<file path="src/rtl/alu_pkg.sv">
// Shared ALU definitions: operation codes, MIPS opcode/funct constants
// and the decoded-instruction bundle passed from decode to the ALU.
package alu_pkg;

    // 5-bit ALU operation codes
    localparam logic [4:0] ALU_AND  = 5'b00000;
    localparam logic [4:0] ALU_OR   = 5'b00001;
    localparam logic [4:0] ALU_ADD  = 5'b00010;
    localparam logic [4:0] ALU_SUB  = 5'b00110;
    localparam logic [4:0] ALU_SLTU = 5'b00111;
    localparam logic [4:0] ALU_SLT  = 5'b01000;
    localparam logic [4:0] ALU_SLL  = 5'b01001;
    localparam logic [4:0] ALU_SRA  = 5'b01010;
    localparam logic [4:0] ALU_SRL  = 5'b01011;
    localparam logic [4:0] ALU_NOR  = 5'b01100;
    localparam logic [4:0] ALU_XOR  = 5'b01101;
    localparam logic [4:0] ALU_SLLV = 5'b01110;
    localparam logic [4:0] ALU_SRAV = 5'b01111;
    localparam logic [4:0] ALU_SRLV = 5'b10000;
    localparam logic [4:0] ALU_BEQ  = 5'b11000;
    localparam logic [4:0] ALU_BGTZ = 5'b11001;
    localparam logic [4:0] ALU_BLEZ = 5'b11010;
    localparam logic [4:0] ALU_BGEZ = 5'b11011;
    localparam logic [4:0] ALU_BLTZ = 5'b11111;

    // Primary opcodes
    localparam logic [5:0] OP_RTYPE  = 6'h00;
    localparam logic [5:0] OP_REGIMM = 6'h01;
    localparam logic [5:0] OP_BEQ    = 6'h04;
    localparam logic [5:0] OP_BNE    = 6'h05;
    localparam logic [5:0] OP_BLEZ   = 6'h06;
    localparam logic [5:0] OP_BGTZ   = 6'h07;
    localparam logic [5:0] OP_ADDI   = 6'h08;
    localparam logic [5:0] OP_ADDIU  = 6'h09;
    localparam logic [5:0] OP_SLTI   = 6'h0A;
    localparam logic [5:0] OP_SLTIU  = 6'h0B;
    localparam logic [5:0] OP_ANDI   = 6'h0C;
    localparam logic [5:0] OP_ORI    = 6'h0D;
    localparam logic [5:0] OP_XORI   = 6'h0E;
    localparam logic [5:0] OP_LUI    = 6'h0F;
    localparam logic [5:0] OP_LW     = 6'h23;
    localparam logic [5:0] OP_SW     = 6'h2B;

    // R-type funct codes
    localparam logic [5:0] FN_SLL  = 6'h00;
    localparam logic [5:0] FN_SRL  = 6'h02;
    localparam logic [5:0] FN_SRA  = 6'h03;
    localparam logic [5:0] FN_SLLV = 6'h04;
    localparam logic [5:0] FN_SRLV = 6'h06;
    localparam logic [5:0] FN_SRAV = 6'h07;
    localparam logic [5:0] FN_ADD  = 6'h20;
    localparam logic [5:0] FN_ADDU = 6'h21;
    localparam logic [5:0] FN_SUB  = 6'h22;
    localparam logic [5:0] FN_SUBU = 6'h23;
    localparam logic [5:0] FN_AND  = 6'h24;
    localparam logic [5:0] FN_OR   = 6'h25;
    localparam logic [5:0] FN_XOR  = 6'h26;
    localparam logic [5:0] FN_NOR  = 6'h27;
    localparam logic [5:0] FN_SLT  = 6'h2A;
    localparam logic [5:0] FN_SLTU = 6'h2B;

    // REGIMM rt selectors
    localparam logic [4:0] RT_BLTZ = 5'b00000;
    localparam logic [4:0] RT_BGEZ = 5'b00001;

    // Decoded instruction bundle
    typedef struct packed {
        logic [4:0]  alu_control;
        logic [4:0]  as;
        logic [31:0] imm_ext;
        logic        use_imm;
        logic [4:0]  dest;
        logic        reg_write;
        logic        is_branch;
        logic        br_on_zero;
        logic        illegal;
    } decoded_t;

    function automatic logic [31:0] sext16(input logic [15:0] v);
        return {{16{v[15]}}, v};
    endfunction

    function automatic logic [31:0] zext16(input logic [15:0] v);
        return {16'h0000, v};
    endfunction

endpackage

</file>
<file path="src/rtl/alu_decode_table.sv">
// Purely combinational MIPS decode: instruction word -> decoded bundle.
// Unsupported encodings collapse to an all-zero bundle with illegal set.
module alu_decode_table
    import alu_pkg::*;
(
    input  logic [31:0] instr,
    output decoded_t    dec
);

    logic [5:0]  opcode;
    logic [4:0]  rt;
    logic [4:0]  rd;
    logic [4:0]  shamt;
    logic [5:0]  funct;
    logic [15:0] imm;
    logic        legal;
    logic        unused_rs;

    assign opcode    = instr[31:26];
    assign rt        = instr[20:16];
    assign rd        = instr[15:11];
    assign shamt     = instr[10:6];
    assign funct     = instr[5:0];
    assign imm       = instr[15:0];
    // rs only feeds the register file, never the decoded bundle
    assign unused_rs = ^instr[25:21];

    // Decode one instruction; fields not meaningful for a class stay zero
    always_comb begin
        dec   = '0;
        legal = 1'b1;
        case (opcode)
            OP_RTYPE: begin
                dec.dest      = rd;
                dec.reg_write = 1'b1;
                dec.as        = shamt;
                case (funct)
                    FN_SLL:           dec.alu_control = ALU_SLL;
                    FN_SRL:           dec.alu_control = ALU_SRL;
                    FN_SRA:           dec.alu_control = ALU_SRA;
                    FN_SLLV:          dec.alu_control = ALU_SLLV;
                    FN_SRLV:          dec.alu_control = ALU_SRLV;
                    FN_SRAV:          dec.alu_control = ALU_SRAV;
                    FN_ADD, FN_ADDU:  dec.alu_control = ALU_ADD;
                    FN_SUB, FN_SUBU:  dec.alu_control = ALU_SUB;
                    FN_AND:           dec.alu_control = ALU_AND;
                    FN_OR:            dec.alu_control = ALU_OR;
                    FN_XOR:           dec.alu_control = ALU_XOR;
                    FN_NOR:           dec.alu_control = ALU_NOR;
                    FN_SLT:           dec.alu_control = ALU_SLT;
                    FN_SLTU:          dec.alu_control = ALU_SLTU;
                    default:          legal = 1'b0;
                endcase
            end
            OP_ADDI, OP_ADDIU, OP_SLTI, OP_SLTIU, OP_LW: begin
                dec.use_imm   = 1'b1;
                dec.dest      = rt;
                dec.reg_write = 1'b1;
                dec.imm_ext   = sext16(imm);
                case (opcode)
                    OP_SLTI:  dec.alu_control = ALU_SLT;
                    OP_SLTIU: dec.alu_control = ALU_SLTU;
                    default:  dec.alu_control = ALU_ADD;
                endcase
            end
            OP_ANDI, OP_ORI, OP_XORI, OP_LUI: begin
                dec.use_imm   = 1'b1;
                dec.dest      = rt;
                dec.reg_write = 1'b1;
                dec.imm_ext   = zext16(imm);
                case (opcode)
                    OP_ANDI: dec.alu_control = ALU_AND;
                    OP_ORI:  dec.alu_control = ALU_OR;
                    OP_XORI: dec.alu_control = ALU_XOR;
                    default: begin
                        dec.alu_control = ALU_SLL;
                        dec.as          = 5'd16;
                    end
                endcase
            end
            OP_SW: begin
                dec.use_imm     = 1'b1;
                dec.imm_ext     = sext16(imm);
                dec.alu_control = ALU_ADD;
            end
            OP_BEQ, OP_BNE, OP_BLEZ, OP_BGTZ: begin
                dec.is_branch = 1'b1;
                dec.imm_ext   = sext16(imm);
                case (opcode)
                    OP_BEQ:  dec.alu_control = ALU_BEQ;
                    OP_BNE:  dec.alu_control = ALU_SUB;
                    OP_BLEZ: begin
                        dec.alu_control = ALU_BLEZ;
                        dec.br_on_zero  = 1'b1;
                    end
                    default: begin
                        dec.alu_control = ALU_BGTZ;
                        dec.br_on_zero  = 1'b1;
                    end
                endcase
            end
            OP_REGIMM: begin
                dec.is_branch  = 1'b1;
                dec.br_on_zero = 1'b1;
                dec.imm_ext    = sext16(imm);
                case (rt)
                    RT_BGEZ: dec.alu_control = ALU_BGEZ;
                    RT_BLTZ: dec.alu_control = ALU_BLTZ;
                    default: legal = 1'b0;
                endcase
            end
            default: legal = 1'b0;
        endcase
        if (!legal) begin
            dec         = '0;
            dec.illegal = 1'b1;
        end
    end

endmodule

</file>
<file path="src/rtl/alu_decode_stage.sv">
// Single-entry decode pipeline register between fetch and the ALU.
// Handshake: a transfer happens on an edge where valid && ready are both 1;
// a producer holds valid (and its data) until that edge, ready may depend
// on the consumer side only. Here in_ready = !out_valid || out_ready, so a
// drain and a new accept on the same edge replace the entry without a bubble.
// flush wins over accept and hold and empties the stage.
module alu_decode_stage
    import alu_pkg::*;
(
    input  logic        clk,
    input  logic        rst_n,
    input  logic [31:0] instr,
    input  logic        in_valid,
    output logic        in_ready,
    output logic        out_valid,
    input  logic        out_ready,
    input  logic        flush,
    output logic [4:0]  alu_control,
    output logic [4:0]  as,
    output logic [31:0] imm_ext,
    output logic        use_imm,
    output logic [4:0]  dest,
    output logic        reg_write,
    output logic        is_branch,
    output logic        br_on_zero,
    output logic        illegal,
    output logic [7:0]  illegal_cnt
);

    decoded_t   dec_next;
    decoded_t   dec_q;
    logic       valid_q;
    logic [7:0] cnt_q;
    logic       accept;

    alu_decode_table u_table (
        .instr (instr),
        .dec   (dec_next)
    );

    assign in_ready = !valid_q || out_ready;
    assign accept   = in_valid && in_ready && !flush;

    // Pipeline entry: flush empties, accept loads, drain without refill empties
    always_ff @(posedge clk or negedge rst_n) begin
        if (!rst_n) begin
            valid_q <= 1'b0;
            dec_q   <= '0;
        end else if (flush) begin
            valid_q <= 1'b0;
        end else if (accept) begin
            valid_q <= 1'b1;
            dec_q   <= dec_next;
        end else if (out_ready) begin
            valid_q <= 1'b0;
        end
    end

    // Saturating count of accepted illegal encodings
    always_ff @(posedge clk or negedge rst_n) begin
        if (!rst_n) begin
            cnt_q <= 8'h00;
        end else if (accept && dec_next.illegal && (cnt_q != 8'hFF)) begin
            cnt_q <= cnt_q + 8'h01;
        end
    end

    assign out_valid   = valid_q;
    assign illegal_cnt = cnt_q;
    assign alu_control = dec_q.alu_control;
    assign as          = dec_q.as;
    assign imm_ext     = dec_q.imm_ext;
    assign use_imm     = dec_q.use_imm;
    assign dest        = dec_q.dest;
    assign reg_write   = dec_q.reg_write;
    assign is_branch   = dec_q.is_branch;
    assign br_on_zero  = dec_q.br_on_zero;
    assign illegal     = dec_q.illegal;

endmodule

</file>
<file path="config.mk">
export PLATFORM = sky130hd
export DESIGN_NAME = alu_decode_stage
export DESIGN_NICKNAME = d
export VERILOG_FILES = /design/src/rtl/alu_pkg.sv /design/src/rtl/alu_decode_table.sv /design/src/rtl/alu_decode_stage.sv
export SDC_FILE = /design/constraint.sdc
export NUM_CORES = 1
export LEC_CHECK = 0
export CORE_ASPECT_RATIO = 1.1
export CORE_MARGIN = 3
export CORE_UTILIZATION = 40
export DETAILED_ROUTE_END_ITERATION = 8
export PLACE_DENSITY = 0.77
export SYNTH_ARGS = -nofsm -noshare
export SYNTH_HDL_FRONTEND = slang
export SYNTH_SLANG_ARGS = --single-unit
</file>
<file path="constraint.sdc">
create_clock -name clk -period 5.45 [get_ports clk]
set_clock_uncertainty 0.2 [all_clocks]
set_input_delay 0.545 -clock clk [delete_from_list [all_inputs] [get_ports clk]]
set_output_delay 0.545 -clock clk [all_outputs]
set_load 0.05 [all_outputs]
</file>
[Yosys cells after proc, flatten, opt, wreduce, memory -nomap -nowiden]
Cells that the tools add are included.
Widths: inputs -> output; s select.
Storage, ports and cells
  flip-flop bits (word level): 61
  output and inout port bits: 62
  word-level logic and storage cells: 90
Operators by class
  add/sub/neg operators: 1
  equal/unequal tests: 32
  multiplexer cells: 20
  bitwise logic cells: 1
  reductions and logical operators: 25
Operators with widths (count)
  $eq 6x6->1 const B: 12
  $pmux 5 s13: 1
  $pmux 32 s2: 1
  $mux 52: 1
  $eq 6x4->1 const B: 8
  $eq 6x3->1 const B: 7
  $pmux 5 s6: 1
  $pmux 5 s2: 2
  $reduce_or 16->1: 1
  $pmux 5 s3: 1
  $reduce_or 14->1: 1
  $eq 6x2->1 const B: 2
  $logic_not 6->1: 2
  $pmux 4 s3: 1
  $pmux 6 s2: 1
  $reduce_or 11->1: 1
  $reduce_or 10->1: 1
  $reduce_or 9->1: 1
  $add 8x1->8 const B: 1
  $ne 8x8->1 const B: 1
  $pmux 4 s2: 1
  $reduce_or 2->1: 4
  $reduce_or 4->1: 2
  $mux 1: 7
  other kinds (14): 18

[Logic depth before layout (Yosys ltp)]
Gate-level depths: netlist of run 1.
  word-level depth: 7
  gate-level depth with buffers: 7
  depth with buffers taken out: 6

[By module]
A second synthesis of run 1 with hierarchy kept.
Second synthesis, totals
  cell total of the unflattened synthesis: 422
  area total of the unflattened synthesis: 3398.3 µm²
Modules (own cells, without submodules)
  alu_decode_stage: instances 1, cells each 263, area an instance 2419.8 µm², sequential area each 1526.5 µm²
  alu_decode_table: instances 1, cells each 159, area an instance 978.4 µm², sequential area each 0.0 µm²

[Least setup slack after synthesis of run 1]
Ideal clock, no wire load.
  path type: register to register
  start point: register valid_q (netlist: out_valid)
  end point: register cnt_q[1] (netlist: illegal_cnt[1])
  arrival: 2.165 ns
  data required time: 5.125 ns
  slack: 2.960 ns
  cell stages (with the launch flop): 7
  buffers on the path: 0
  period minus slack after synthesis: 2.490 ns
  cell sequence: dfrtp_1 nor2b_1 inv_1 nand3b_1 a41oi_1 nand3_1 mux2_2
Between the ends
  cells in the longest elaborated chain, start to end: 6
Ends and longest elaborated chain
  from (decl): RTL line alu_decode_stage.sv:32  | logic valid_q;
  from (signal assigned): RTL line alu_decode_stage.sv:47  | valid_q <= 1'b0;
  from (signal assigned): RTL line alu_decode_stage.sv:50  | valid_q <= 1'b0;
  from (signal assigned): RTL line alu_decode_stage.sv:52  | valid_q <= 1'b1;
  $logic_not 1->1: RTL line alu_decode_stage.sv:41  | assign in_ready = !valid_q || out_ready;
  $logic_or 1x1->1: RTL line alu_decode_stage.sv:41
  named net in_ready: RTL line alu_decode_stage.sv:14  | output logic in_ready,
  $logic_and 1x1->1 (2 in series): RTL line alu_decode_stage.sv:42  | assign accept = in_valid && in_ready && !flush;
  $logic_and 1x1->1 (2 in series): RTL line alu_decode_stage.sv:63  | end else if (accept && dec_next.illegal && (cnt_q != 8'hFF)) begin
  to (signal assigned): RTL line alu_decode_stage.sv:64  | cnt_q <= cnt_q + 8'h01;
  to (decl): RTL line alu_decode_stage.sv:33  | logic [7:0] cnt_q;
The timed path passes the listed nets, and every way through them passes these cells.
A chain may end at the register's enable or synchronous reset.

[Final worst setup path of run 1]
  start point: input instr[17]
  end point: register dec_q, in the netlist imm_ext[11]
Between the ends
  cells in the longest elaborated chain, start to end: 5
  elaborated cells between the ends (all ways): 6
  those cells by class: 1 x eq/ne; 3 x mux; 2 x reduce/logical
Ends and longest elaborated chain
  from (decl): RTL line alu_decode_stage.sv:12  | input logic [31:0] instr,
  $eq 5x1->1 / $logic_not 5->1 (equally long branches): RTL line alu_decode_table.sv:106  | case (rt)
  $reduce_or 2->1 (no source line) (*)
  $mux 1 (*): RTL line alu_decode_table.sv:106
  $pmux 1 s3 (*): RTL line alu_decode_table.sv:32  | case (opcode)
  $mux 52 (*): RTL line alu_decode_table.sv:114  | if (!legal) begin
  to (signal assigned): RTL line alu_decode_stage.sv:53  | dec_q <= dec_next;
  to (decl): RTL line alu_decode_stage.sv:31  | decoded_t dec_q;
Every way passes the cells marked *; elsewhere a longest branch is shown, timed or not.

==> results of run 1 <==
-- per-stage QoR --
stage,std cells,power [W],instance area [sq um]
floorplan,279,0.000633,2550
global placement,416,0.000758,3390
detailed placement,416,0.000763,3390
CTS,424,0.00102,3500
global route,424,0.00106,3500
finish,424,0.00101,3500
-- cells by family after synthesis --
kind of cell / share of synthesized area [%]
xor+xnor: 3.43
compound gates: 21.5
fa+ha+maj: 0.490
simple gates: 19.9
flops: 45.1
mux: 0.882
buf+inv: 8.73
-- state kept, by name (all words and copies together) (netlist names) --
signal,cells
reg_write,1
use_imm,1
out_valid,1
imm_ext,17
dest,5
illegal,1
br_on_zero,1
as,5
is_branch,1
illegal_cnt,8
alu_control,5
-- final cells by class --
class,instances,area [sq um],area share (%)
Clock inverter,3,43.8,1.25
Timing Repair Buffer,95,941,26.9
Tap cell,77,96.3,2.75
Inverter,6,22.5,0.643
Sequential cell,46,1150,32.9
Multi-Input combinational cell,192,1180,33.7
Clock buffer,5,68.8,1.96
-- power groups by stage --
| stage | Combinational, W | Sequential (W) | Clock (W) |
|---|---|---|---|
| 2_1_floorplan | 0.000102 | 0.000531 | 0 |
| 5_1_grt | 0.000366 | 0.000416 | 0.000280 |
| 6_report | 0.000346 | 0.000410 | 0.000259 |
| 4_1_cts | 0.000348 | 0.000410 | 0.000266 |
| 3_5_place_dp | 0.000347 | 0.000417 | 0 |
| 3_3_place_gp | 0.000342 | 0.000416 | 0 |
-- critical path, stage by stage --
cell,delay (ns)
clkdlybuf4s50_1,0.43
nor4_1,0.61
nand3_1,0.28
o21a_1,0.33
nor2_1,0.75
a22o_1,0.23
-- placed cells by master (no fill, tap or decap), drive strengths merged, types with 6 or more instances in the layout --
master	Yosys	routed
clkdlybuf4s50	0	92
xnor2	9	9
nand2	37	37
o31ai	8	8
nor2b	6	6
a22o	12	12
a21oi	7	7
nor2	19	19
nand4	6	6
o21ai	18	18
inv	6	7
dfrtp	46	46
-- worst min-delay path by stage --
stage	depth (start not counted)	slack, ns	to	from
3_5_place_dp	2	0.27	dest[2]	dest[2]
4_1_cts	1	0.23	illegal_cnt[4]	rst_n
6_report	1	0.22	imm_ext[3]	rst_n
5_1_grt	1	0.28	illegal_cnt[7]	rst_n
3_3_place_gp	2	0.26	dest[1]	dest[1]
2_1_floorplan	0	0.05	alu_control[0]	rst_n
-- layer usage --
| layer | routed length [um] | share of wire (%) |
|---|---|---|
| met4 | 180 | 2.7 |
| met1 | 2850 | 43 |
| met5 | 0 | 0 |
| met3 | 450 | 6.8 |
| met2 | 3130 | 47 |
==> impl_metrics.json, run 1 <==
{
  "die_height_um": 89.8,
  "critPathCapture": "imm_ext[11]",
  "grt_usage_pct": 18.2,
  "cts_hold_buffers": 0,
  "ant_nets": 0,
  "ys_ff_latch": 46,
  "drt_wl_total_mm": 6.60,
  "path_class": "in2reg",
  "grt_use_met1_pct": 24.2,
  "antenna_found_initial": 0,
  "max-vdd-ir-drop_v": 0.000145,
  "fmax_mhz": 318,
  "busiest_layer": "met2",
  "start_util_pct": 42.6,
  "ys_seq_area_share_pct": 45.1,
  "synth_edf_count": 0,
  "cts_tree": "done",
  "startpoint": "instr[17]",
  "yosysMostFrequentCell": "dfrtp_1",
  "die_area_sq_mm": 0.00738,
  "startpoint_type": "input pin",
  "cts.sinks": 46,
  "cts_setup_buffers": 0,
  "wl_per_cell_um": 15.6,
  "synth_common_cells": "dfrtp_1, nand2_1, nor2_1",
  "worst-slew-pin-transition_ns": 1.02,
  "port_buffers": 93,
  "drive_above_1_share_pct": 5.19,
  "drt_pass1_iterations": 4,
  "p_leak_nw": 1.39,
  "yosys.cell_types.count": 50,
  "grt-ovfl-total": 0,
  "async_reset_ff_share_pct": 100,
  "routabilityCongestion": 0.830,
  "rr_startpoint": "out_valid",
  "cts_resized": 0,
  "finalWorstSetupSlack_ns": 2.30,
  "rr_endpoint": "illegal_cnt[1]",
  "num_vias": 2376,
  "hpwlAfterDp_mm": 4.77,
  "clockBufferDepth": 2,
  "crit_path_max_fanout": 13,
  "via_per_inst": 5.60,
  "nets": 384,
  "cts-buffers-inserted": 5,
  "clk_latency_ns": 0.30,
  "die_w_um": 82.2,
  "met3_usage_pct": 4.30,
  "drc_errors": 0,
  "synthTopCellsByArea": "dfrtp_1, nand2_1, buf_4",
  "antenna_cells": 0,
  "seqPwrFrac_pct": 40.4,
  "synthCells": 279,
  "grt_max_degree": 47,
  "rrSetupSlack_ns": 2.61,
  "mappedNetlistNets": 317,
  "rsz0062_at_grt": "false",
  "postLayoutCoreUtil_pct": 58.5,
  "post-route-period-util_pct": 57.7,
  "n_fill_cell": 518,
  "final_hold_viol_count": 0,
  "status": "completed",
  "clock_power_share_pct": 25.5,
  "std_cell_rows": 29,
  "swShare_pct": 37.1,
  "synth_area_sq_mm": 0.00255,
  "hold_ws_ns": 0.218,
  "place_ws_ns": 1.99,
  "required_ns": 5.48,
  "period_needed_ns": 3.15,
  "crit_path_end_kind": "flop",
  "setup_viol": 0,
  "root_buffer": "clkbuf_8",
  "synth_top_area_share_pct": 45.1,
  "p_switching_w": 0.000376,
  "hold_path_class": "in2async",
  "max_slew_margin_pct": 31.7,
  "grt_pass1_wl_mm": 10.7,
  "cellPowerDensity_mw_per_mm2": 290,
  "core-area_sq_mm": 0.00599,
  "worst_ep_arrival_time_ns": 3.18,
  "grt_use_met2_pct": 28.5,
  "combPwrFrac_pct": 34.1,
  "syn_avg_cell_area_sq_um": 9.15,
  "finalSetupTns_ns": 0,
  "max_cap_violations": 0,
  "initialDrtViolationCount": 106,
  "h-tree-depth": 2,
  "ys.flop_type": "dfrtp_1",
  "grt_pass1_vias": 2156,
  "p_int_w": 0.000639,
  "area_growth_pct": 37.2,
  "num_io_pins": 99,
  "yosys.area.top_type": "dfrtp_1",
  "ys_warn_count": 0,
  "path_clk_slew_ns": 0.10,
  "reg2reg_depth": 6,
  "slew_viol_final": 0
}
Note: power is estimated with default switching activity, not from simulation.
==> run 2, diff against run 1 <==
Clock period 5.45 ns to 3.2 ns, I/O delays scaled along.
==> run 2 against run 1 <==
  * The run now ends with negative hold slack left
  * Register-to-register slack worse by 1.3 ns
  * Worst setup slack got worse by 1.6 ns
  * Clock power rose by 37%
  * Largest power group unchanged
==> impl_metrics.json, run 2 (same netlist as run 1, synthesis figures left out) <==
{
  "std_cell_rows": 29,
  "routabilityCongestion": 0.828,
  "max_slew_margin_pct": 33.3,
  "rsz0062_at_grt": "false",
  "die_height_um": 89.8,
  "antenna_cells": 0,
  "grt_max_degree": 47,
  "multi_input_area_sq_mm": 0.00118,
  "hpwlAfterDp_mm": 4.95,
  "grt-ovfl-total": 0,
  "worst_ep_arrival_time_ns": 2.47,
  "cts_tree": "done",
  "p_leak_nw": 1.46,
  "final_cell_mix": "clkdlybuf4s50_1, dfrtp_1, nand2_1, nor2_1",
  "port_buffers": 93,
  "required_ns": 3.19,
  "area_growth_pct": 40.9,
  "finalSetupTns_ns": 0,
  "via_per_inst": 5.46,
  "period_needed_ns": 2.48,
  "cellPowerDensity_mw_per_mm2": 459,
  "initialDrtViolationCount": 142,
  "drive_above_1_share_pct": 9.09,
  "dp.cells": 432,
  "seq_area_sq_mm": 0.00115,
  "cts_setup_buffers": 0,
  "cts_hold_buffers": 0,
  "die_w_um": 82.2,
  "status": "finished with violations",
  "core-area_sq_mm": 0.00599,
  "post-route-period-util_pct": 77.5,
  "drt_pass1_iterations": 4,
  "fmax_mhz": 403,
  "cts-buffers-inserted": 5,
  "n_fill_cell": 517,
  "h-tree-depth": 2,
  "layout.cells.non_filler": 440,
  "slew_viol_final": 0,
  "final_hold_viol_count": 22,
  "grt_pass1_vias": 2235,
  "layout_commonest_cell": "clkdlybuf4s50_1",
  "antenna_found_initial": 0,
  "path_clk_slew_ns": 0.08,
  "max-vdd-ir-drop_v": 0.000280,
  "max_cap_violations": 0,
  "grt_pass1_wl_mm": 10.9,
  "clk_latency_ns": 0.30,
  "place_ws_ns": 0.423,
  "violations": "negative hold slack",
  "num_io_pins": 99,
  "num_vias": 2402,
  "startpoint_type": "input pin",
  "nets": 400,
  "die_area_sq_mm": 0.00738,
  "hold_path_class": "in2async",
  "setup_viol": 0,
  "ant_nets": 0,
  "met2RoutedLength_mm": 3.29,
  "cts.sinks": 46,
  "root_buffer": "clkbuf_8",
  "routed.top_layer": "met4",
  "grt_usage_pct": 18.6,
  "start_util_pct": 42.6,
  "drc_errors": 0,
  "drt_wl_total_mm": 6.68,
  "crit_path_end_kind": "flop",
  "worst-slew-pin-transition_ns": 1.00,
  "cts_resized": 0,
  "drt-met1-wl_mm": 2.88,
  "largest_reg_flops": 17,
  "wl_per_cell_um": 15.2,
  "crit_path_max_fanout": 13,
  "finalWorstSetupSlack_ns": 0.721,
  "hold_ws_ns": -0.0236,
  "clockBufferDepth": 2,
  "wl_met3_um": 434,
  "path_class": "in2reg"
}
==> run 2: changes by cell type in the layout (fill, tap and decap cells not counted), sizes merged <==
cell	before	now
buf	3	19
bufinv	1	0
clkbuf	5	6
clkinv	1	2
inv	7	6
==> run 2: area by class of cell <==
| class | count | share of cell area (%) |
|---|---|---|
| clock buffers | 6 | 2.02 |
| clock inverters | 2 | 0.383 |
| inverters | 6 | 0.626 |
| multi-input cells | 192 | 32.8 |
| flip-flops and latches | 46 | 32.0 |
| well taps | 77 | 2.68 |
| repair buffers | 111 | 29.5 |
==> run 2: critical path, stage by stage <==
cell and delay (ns):
clkdlybuf4s50_1 0.55, nor4_2 0.28, nand2_1 0.13, or4_4 0.60
and2_4 0.25, o41ai_1 0.34
==> run 2: path summary, 6_finish.rpt <==
| path | from | endpoint | slack, ns | cells after the start |
|---|---|---|---|---|
| hold reg to reg | dest[3] | dest[3] | 0.28 | 2 |
| min in group clk | dest[3] | dest[3] | 0.28 | 2 |
| setup reg to reg | out_valid | imm_ext[4] | 1.28 | 7 |
| hold / removal | rst_n | imm_ext[6] | -0.02 | 1 |
| setup / recovery | instr[31] | as[4] | 0.72 | 6 |
| max in group asynchronous | rst_n | alu_control[4] | 2.20 | 1 |
==> run 2: report_power, final <==
group	total (W)	switching [W]	internal [W]
clock network	0.000354	0.000200	0.000154
registers	0.000698	0.0000590	0.000639
logic	0.000600	0.000375	0.000225
total	0.00165	0.000633	0.00102
==> run 2: per-stage QoR <==
stage               power (W)  util, %  cell area [sq um]  hold WS (ns)
finish                0.00165     60.1               3600       -0.0236
floorplan             0.00108        -               2550        -0.176
CTS                   0.00167     60.1               3600        0.0224
global placement      0.00131     58.6               3510         0.262
global route          0.00174     60.1               3600        0.0743
detailed placement    0.00131     58.6               3510         0.265
==> run 2: metal layers <==
| metal | GRT usage [%] | vias to the layer above |
|---|---|---|
| met3 | 4.00 | 8 |
| met1 | 24.2 | 1147 |
| met5 | 0 | - |
| li1 | - | 1157 |
| met2 | 30.2 | 90 |
| met4 | 6.09 | 0 |
==> run 3, diff against run 2 <==
Clock period 3.2 ns to 2.4 ns, I/O delays scaled along.
==> run 3 against run 2 <==
  * The run now ends clean
  * Utilization increased by 2.4 points
  * Clock-buffer cell count fell by 1
  * Power up 36%
  * Worst setup slack lost 0.58 ns
  * Critical path depth decreased by 5
  * Highest routed layer unchanged
==> impl_metrics.json, run 3 (same netlist as run 1, synthesis figures left out) <==
{
  "status": "completed",
  "post-route-period-util_pct": 94.1,
  "clk_latency_ns": 0.31,
  "p_switching_w": 0.000878,
  "ant_nets": 0,
  "dp.cells": 447,
  "critPathMaxStageDelay_ns": 0.89,
  "seqPwrFrac_pct": 41.4,
  "n_fill_cell": 509,
  "die_w_um": 82.2,
  "grt_max_degree": 28,
  "drc_errors": 0,
  "final_cell_mix": "clkdlybuf4s50_1, dfrtp_1, nand2_1, buf_4",
  "hold_path_class": "in2async",
  "cp_cell_sequence": "clkdlybuf4s50_1",
  "crit_path_max_fanout": 17,
  "cts.sinks": 46,
  "grt_usage_pct": 20.0,
  "reg2reg_depth": 6,
  "path_class": "reg2out",
  "cp_num_buf_inv": 1,
  "required_ns": 1.96,
  "place_ws_ns": -0.210,
  "grt_pass1_vias": 2458,
  "die_area_sq_mm": 0.00738,
  "worst_ep_arrival_time_ns": 1.82,
  "max-vdd-ir-drop_v": 0.000408,
  "hpwlAfterDp_mm": 5.35,
  "max_cap_violations": 0,
  "antenna_cells": 0,
  "final_hold_viol_count": 0,
  "port_buffers": 93,
  "grt-ovfl-total": 0,
  "core-area_sq_mm": 0.00599,
  "fmax_mhz": 443,
  "layout.cells.non_filler": 456,
  "start_util_pct": 42.6,
  "combPwrFrac_pct": 36.5,
  "drt_wl_total_mm": 7.01,
  "initialDrtViolationCount": 126,
  "stdcell_area_sq_mm": 0.00374,
  "worst-slew-pin-transition_ns": 0.522,
  "clockBufferDepth": 2,
  "num_vias": 2475,
  "std_cell_rows": 29,
  "largest_reg_flops": 17,
  "period_needed_ns": 2.26,
  "cts-buffers-inserted": 5,
  "crit_path_end_kind": "primary output",
  "p_int_w": 0.00138,
  "crit_cells": 1,
  "wl_per_cell_um": 15.4,
  "area_growth_pct": 46.6,
  "antenna_found_initial": 0,
  "via_per_inst": 5.43,
  "cellPowerDensity_mw_per_mm2": 603,
  "cpLargestDelayFamily": "buffers and inverters",
  "path_clk_slew_ns": 0.10,
  "routabilityCongestion": 0.896,
  "layout_commonest_cell": "clkdlybuf4s50_1",
  "grt_pass1_wl_mm": 11.8,
  "swShare_pct": 39.0,
  "die_height_um": 89.8,
  "finalWorstSetupSlack_ns": 0.141,
  "setup_viol": 0,
  "p_leak_nw": 1.54,
  "clock_power_share_pct": 22.0,
  "num_io_pins": 99,
  "root_buffer": "clkbuf_8",
  "drt_pass1_iterations": 4,
  "startpoint_type": "flop",
  "postLayoutCoreUtil_pct": 62.5,
  "total_power_w": 0.00225,
  "crit_slowest_cell": "clkdlybuf4s50_1",
  "slew_viol_final": 0,
  "nets": 416,
  "max_slew_margin_pct": 65.1,
  "drive_above_1_share_pct": 14.0,
  "h-tree-depth": 2,
  "dpl_cell_area_sq_mm": 0.00362,
  "cts_tree": "done",
  "rsz0062_at_grt": "false"
}
run 3: power by group through the flow:
stage | clock (W) | sequential (W) | combinational, W
global route | 0.000535 | 0.000947 | 0.000875
CTS | 0.000508 | 0.000934 | 0.000825
global placement | 0 | 0.000947 | 0.000809
floorplan | 0 | 0.00121 | 0.000232
finish | 0.000496 | 0.000934 | 0.000823
detailed placement | 0 | 0.000948 | 0.000821
run 3: final cells by class:
| class | count | area [sq um] | area share, % |
|---|---|---|---|
| multi-input combinational | 192 | 1200 | 32.0 |
| timing repair buffer | 127 | 1180 | 31.6 |
| sequential | 46 | 1150 | 30.8 |
| tap | 77 | 96.3 | 2.58 |
| clock buffer | 5 | 68.8 | 1.84 |
| clock inverter | 3 | 23.8 | 0.635 |
| inverter | 6 | 22.5 | 0.602 |
run 3: per-layer routing:
metal / global-route usage (%) / wire (um)
met1: 27.0 / 3000
met2: 32.3 / 3430
met4: 5.96 / 113
met3: 3.40 / 465
met5: 0 / 0
run 3: worst paths after layout:
path | startpoint | slack [ns] | end
worst max register to register | out_valid | 0.49 | alu_control[1]
max in group asynchronous | rst_n | 1.06 | imm_ext[2]
worst min register to register | dest[1] | 0.28 | dest[1]
worst min-delay path | rst_n | 0.23 | as[3]
worst max-delay path | imm_ext[30] | 0.14 | imm_ext[25]
min in group clk | dest[1] | 0.28 | dest[1]
run 3: worst reg2reg max path: stages, from the launching register on:
cell      delay (ns)
dfrtp_1         0.36
nor2b_1         0.26
inv_2           0.07
nand3b_1        0.22
buf_4           0.24
buf_4           0.29
o21ai_0         0.15
run 3: what timing repair did:
item | CTS | global route
hold buffers | 1 | 0
hold endpoints to repair | 23 | 0
setup endpoints to repair | 0 | 13
gates resized for setup | 0 | 3
buffers inserted | 0 | 0
run 3: per-stage QoR:
| step | TNS [ns] | hold slack, ns |
|---|---|---|
| 2_1_floorplan | 0 | -0.256 |
| 3_3_place_gp | -1.98 | 0.0344 |
| 3_5_place_dp | -3.50 | 0.0377 |
| 4_1_cts | 0 | 0.236 |
| 5_1_grt | 0 | 0.286 |
| 6_report | 0 | 0.232 |
